==> config.mk <==
export PLATFORM = sky130hd
export DESIGN_NAME = cond_logic_unit
export DESIGN_NICKNAME = d
export VERILOG_FILES = /design/src/rtl/cond_logic_unit.sv
export SDC_FILE = /design/constraint.sdc
export NUM_CORES = 1
export LEC_CHECK = 0
export ABC_AREA = 1
export BUFFER_PORTS_ARGS = -buffer_cell sky130_fd_sc_hd__buf_2
export CORE_MARGIN = 4
export CORE_UTILIZATION = 35
export DETAILED_ROUTE_END_ITERATION = 10
export PLACE_DENSITY = 0.69
export SYNTH_ARGS = -nofsm -noshare
export SYNTH_HDL_FRONTEND = slang
export SYNTH_SLANG_ARGS = --single-unit
export TNS_END_PERCENT = 10
==> constraint.sdc <==
create_clock -name clk -period 1.6 [get_ports clk]
set_input_delay 0.16 -clock clk [delete_from_list [all_inputs] [get_ports clk]]
set_output_delay 0.16 -clock clk [all_outputs]
set_load 0.02 [all_outputs]
==> src/rtl/cond_logic_unit.sv <==
// Condition-check and flag-register unit for the single-cycle ARM datapath.
// Holds NZCV, evaluates the instruction's Cond field, gates write strobes and counts executed/skipped instructions.
module cond_logic_unit #(
    parameter int unsigned CNT_W = 16
) (
    input  logic             clk,
    input  logic             reset,
    input  logic             en,
    input  logic [3:0]       Cond,
    input  logic [3:0]       ALUFlags,
    input  logic [1:0]       FlagW,
    input  logic             PCS,
    input  logic             RegW,
    input  logic             MemW,
    output logic             CondEx,
    output logic             PCSrc,
    output logic             RegWrite,
    output logic             MemWrite,
    output logic [3:0]       Flags,
    output logic [CNT_W-1:0] exec_count,
    output logic [CNT_W-1:0] skip_count
);

    typedef enum logic [3:0] {
        COND_EQ = 4'b0000,
        COND_NE = 4'b0001,
        COND_CS = 4'b0010,
        COND_CC = 4'b0011,
        COND_MI = 4'b0100,
        COND_PL = 4'b0101,
        COND_VS = 4'b0110,
        COND_VC = 4'b0111,
        COND_HI = 4'b1000,
        COND_LS = 4'b1001,
        COND_GE = 4'b1010,
        COND_LT = 4'b1011,
        COND_GT = 4'b1100,
        COND_LE = 4'b1101,
        COND_AL = 4'b1110,
        COND_NV = 4'b1111
    } cond_e;

    logic [3:0]       r_flags;
    logic [CNT_W-1:0] r_exec_count;
    logic [CNT_W-1:0] r_skip_count;

    logic  w_n, w_z, w_c, w_v;
    logic  w_cond_ex;
    cond_e w_cond;

    assign w_cond = cond_e'(Cond);
    assign {w_n, w_z, w_c, w_v} = r_flags;

    // Evaluated only against the registered flags, never against this instruction's ALUFlags.
    always_comb begin
        w_cond_ex = 1'b0;
        case (w_cond)
            COND_EQ: w_cond_ex = w_z;
            COND_NE: w_cond_ex = ~w_z;
            COND_CS: w_cond_ex = w_c;
            COND_CC: w_cond_ex = ~w_c;
            COND_MI: w_cond_ex = w_n;
            COND_PL: w_cond_ex = ~w_n;
            COND_VS: w_cond_ex = w_v;
            COND_VC: w_cond_ex = ~w_v;
            COND_HI: w_cond_ex = w_c & ~w_z;
            COND_LS: w_cond_ex = ~w_c | w_z;
            COND_GE: w_cond_ex = (w_n == w_v);
            COND_LT: w_cond_ex = (w_n != w_v);
            COND_GT: w_cond_ex = ~w_z & (w_n == w_v);
            COND_LE: w_cond_ex = w_z | (w_n != w_v);
            COND_AL: w_cond_ex = 1'b1;
            COND_NV: w_cond_ex = 1'b0;
            default: w_cond_ex = 1'b0;
        endcase
    end

    assign CondEx   = w_cond_ex;
    assign PCSrc    = PCS  & w_cond_ex & en;
    assign RegWrite = RegW & w_cond_ex & en;
    assign MemWrite = MemW & w_cond_ex & en;

    // Each flag half is written only when its FlagW bit is set, so X on unused ALUFlags never lands.
    always_ff @(posedge clk) begin
        if (reset) begin
            r_flags <= '0;
        end else if (en && w_cond_ex) begin
            if (FlagW[1]) begin
                r_flags[3:2] <= ALUFlags[3:2];
            end
            if (FlagW[0]) begin
                r_flags[1:0] <= ALUFlags[1:0];
            end
        end
    end

    always_ff @(posedge clk) begin
        if (reset) begin
            r_exec_count <= '0;
            r_skip_count <= '0;
        end else if (en) begin
            if (w_cond_ex) begin
                if (r_exec_count != '1) begin
                    r_exec_count <= r_exec_count + 1'b1;
                end
            end else begin
                if (r_skip_count != '1) begin
                    r_skip_count <= r_skip_count + 1'b1;
                end
            end
        end
    end

    assign Flags      = r_flags;
    assign exec_count = r_exec_count;
    assign skip_count = r_skip_count;

endmodule

==> run_results.csv <==
group,metric,value,unit
logic_synthesis,synth_nets,400,
sta,slew_violations,0,
flow_run,drv_cap,0,
finish,num-fill-cells,730,
cts,clockBufferDepth,2,
logic_synthesis,synth_top_area_cell,"dfxtp_1",
setup_path,end_kind,"output port",
cts,cts_buffers,5,
logic_synthesis,synth_ff_type,"dfxtp_1",
cts,clk_latency,0.29,ns
sta,max_freq,0.525,GHz
placed_design,dpl_worst_slack,-0.0467,ns
status,status,"finished, violations left",
global_route,grt_pass1_wl,12800,um
cts,cts.clk_slew.worst_paths,0.07,ns
setup_path,crit_family,"simple AND/OR/NAND/NOR gates",
setup_path,cp-start-kind,"register",
setup_path,crit_fanout,4,
setup_path,slowest_delay,0.40,ns
finish,fin_nets,509,
routing,drt_iter0_drc,143,
setup_path,required,1.44,ns
routing,met2_length,3900,um
setup_path,crit_end,"MemWrite",
routing,avgViaCountPerCell,4.98,
sta,worstMarginPinSlew,0.456,ns
cts,cts_tree,"built",
logic_synthesis,synthTopCellsByArea,"dfxtp_1 27%, nand2_1 12%, nand4_1 9.4%",
setup_path,crit_slowest_cell,"dfxtp_4",
sta,rsz0062_at_grt,"true",
setup_path,crit_buf_inv,3,
placed_design,portBuffers,55,
power,powerDensity,620,nW/um2
setup_path,arrival,1.74,ns
cts,clock_sinks,36,
logic_synthesis,synth-seq-cells,36,
logic_synthesis,yosys.area.top_type_share,27.2,%
setup_path,timing.critical_path.mode_cell,"nand3_2",
setup_path,crit_cells,9,
setup_path,crit-reg2reg-launch,"Flags[3]",
global_route,grt_max_degree,30,
sta,min_period_over_period,119,%
routing,wl_per_cell,13.3,um
routing,wl_met1,3430,um
routing,firstDrtPassIters,4,
sta,tns,-5.44,ns
sta,clock_skew,0.0123,ns
global_route,grt_overflow,0,
routing,wl,7870,um
floorplan,initial_core_util,36.4,%
min_path,hold_class,"input pin to register",
floorplan,chipHeight,95.0,um
status,violations,"negative setup slack",
global_route,grt_pass1_vias,2825,
placed_design,hpwl,5820,um
sta,finalSetupViolCount,40,
setup_path,cp-startpoint,"Flags[3]",
sta,hold_violations,0,
power,ir_drop,0.327,mV
setup_path,reg2regPathDepth,11,
global_route,grt_usage,17.6,%
logic_synthesis,synthCells,382,
logic_synthesis,synth-seq-area-share,27.2,%
floorplan,die-area,9030,um2
floorplan,ios,56,
sta,slew_headroom,69.6,%
logic_synthesis,avgSynthCellArea,6.94,um2
routing,postRouteAntennaNets,0,
cts,htreeDepth,2,
floorplan,chipWidth,95.0,um
sta,setup_ws,-0.304,ns
routing,route.met3.wl,427,um
setup_path,r2r_setup_slack,-0.20,ns
routing,top_layer,"met4",
placed_design,gp_congestion,0.972,
finish,area_delta_synth_final,41.5,%
logic_synthesis,synth_edf_count,0,
finish,layout-drive-gt1-share,45.9,%
logic_synthesis,yosys_warnings,0,
global_route,antenna_found_initial,0,
routing,post-route-drc-count,0,
logic_synthesis,async_flop_share,0,%
floorplan,core_area,7290,um2
cts,cts-root-buf,"clkbuf_8",
finish,final_util,51.4,%
logic_synthesis,synth.cell_area,2650,um2
setup_path,r2r_end,"exec_count[14]",
floorplan,rows,31,
power,power_leakage,1.64,nW
setup_path,worstPathCellList,"inv_6, buf_4, o211ai_4, nand3_2, a21oi_2, nand3_2, nand2_4, nor2_4, buf_6",
routing,route.vias.total,2942,
finish,n_antenna_cell,0,
cts,cts_hold_buf,0,
setup_path,path_class,"register to output port",
logic_synthesis,ys_types,35,
sta,post-route-min-period,1.90,ns
layout by cell type (no fill, tap or decap), types with 4 or more instances in the layout:
cell       n
nand4_1   40
a21oi_2   20
dfxtp_2   11
nor2_2     4
nand3_1   15
nor2_1    39
nand2_2   27
buf_6      9
nor2_4     4
xor2_1    16
nand2_1   75
clkbuf_8   5
nand2_4    8
nor3_1     6
dfxtp_1   20
inv_2      5
buf_4     55
a21oi_1   11
nand3_2    7
xnor2_1   11
inv_1     25
dfxtp_4    5
buf_2     51
routing by layer:
layer  GRT usage [%]  vias up
met4            4.81        0
met1            21.8     1354
met3            4.03       12
li1                -     1494
met5               0        -
met2            30.4       82
timing repair:
| item | in CTS | in global routing |
|---|---|---|
| resized for setup | 18 | 22 |
| setup endpoints to repair | 30 | 40 |
| pin swaps | 9 | 16 |
| buffers inserted | 3 | 4 |
cell families after synthesis:
kind of cell / after synthesis / share of synthesized area [%]
flops: 36 / 27.2
fa+ha+maj: 2 / 0.944
buf+inv: 47 / 8.40
compound gates: 37 / 10.2
simple gates: 233 / 44.4
xor+xnor: 27 / 8.92
flip-flops by register name, indices dropped and copies added (netlist names):
| signal | count |
|---|---|
| exec_count | 16 |
| skip_count | 16 |
| Flags | 4 |
worst min path at each step:
| stage | startpoint | endpoint | slack, ns | cells after the start |
|---|---|---|---|---|
| after floorplan | ALUFlags[0] | Flags[0] | 0.29 | 2 |
| after global placement | ALUFlags[2] | Flags[2] | 0.39 | 3 |
| after detailed placement | ALUFlags[0] | Flags[0] | 0.39 | 3 |
| after CTS | ALUFlags[0] | Flags[0] | 0.09 | 3 |
| after global routing | ALUFlags[0] | Flags[0] | 0.11 | 3 |
| final | ALUFlags[0] | Flags[0] | 0.10 | 3 |
worst min-delay path: stages:
cell    delay [ns]
buf_2         0.07
nor2_1        0.03
nor2_1        0.08
area by class of cell:
class	instances	area (um2)	area share, %
Clock buffer	6	93.8	2.50
Tap cell	99	124	3.30
Sequential cell	36	753	20.1
Timing Repair Buffer	117	810	21.6
Clock inverter	2	12.5	0.334
Inverter	32	128	3.40
Multi-Input combinational cell	299	1830	48.8
synth_stat cells (3+ instances only):
library cell and count:
nor3_1 6, inv_2 4, clkbuf_1 7, a21oi_2 17
nand4_1 40, nor2_2 3, xor2_1 16, nand2_1 83
buf_2 3, nand3_2 3, nand2_2 24, nand2_4 3
nand3_1 19, dfxtp_1 36, xnor2_1 11, inv_1 28
nor2_1 43, a21oi_1 14
through the flow:
step,cells,cell area (um2),total power [W],hold slack (ns)
after global placement,576,3460,0.00149,0.390
after detailed placement,576,3460,0.00149,0.394
after global routing,591,3750,0.00245,0.110
final,591,3750,0.00233,0.101
after CTS,587,3640,0.00230,0.0927
after floorplan,382,2740,0.00131,0.294
power breakdown:
group	switching (W)	internal (W)	total (W)
Clock	0.000355	0.000399	0.000754
Sequential	0.0000243	0.000915	0.000939
Combinational	0.000368	0.000264	0.000632
(Power assumes the default switching activity.)
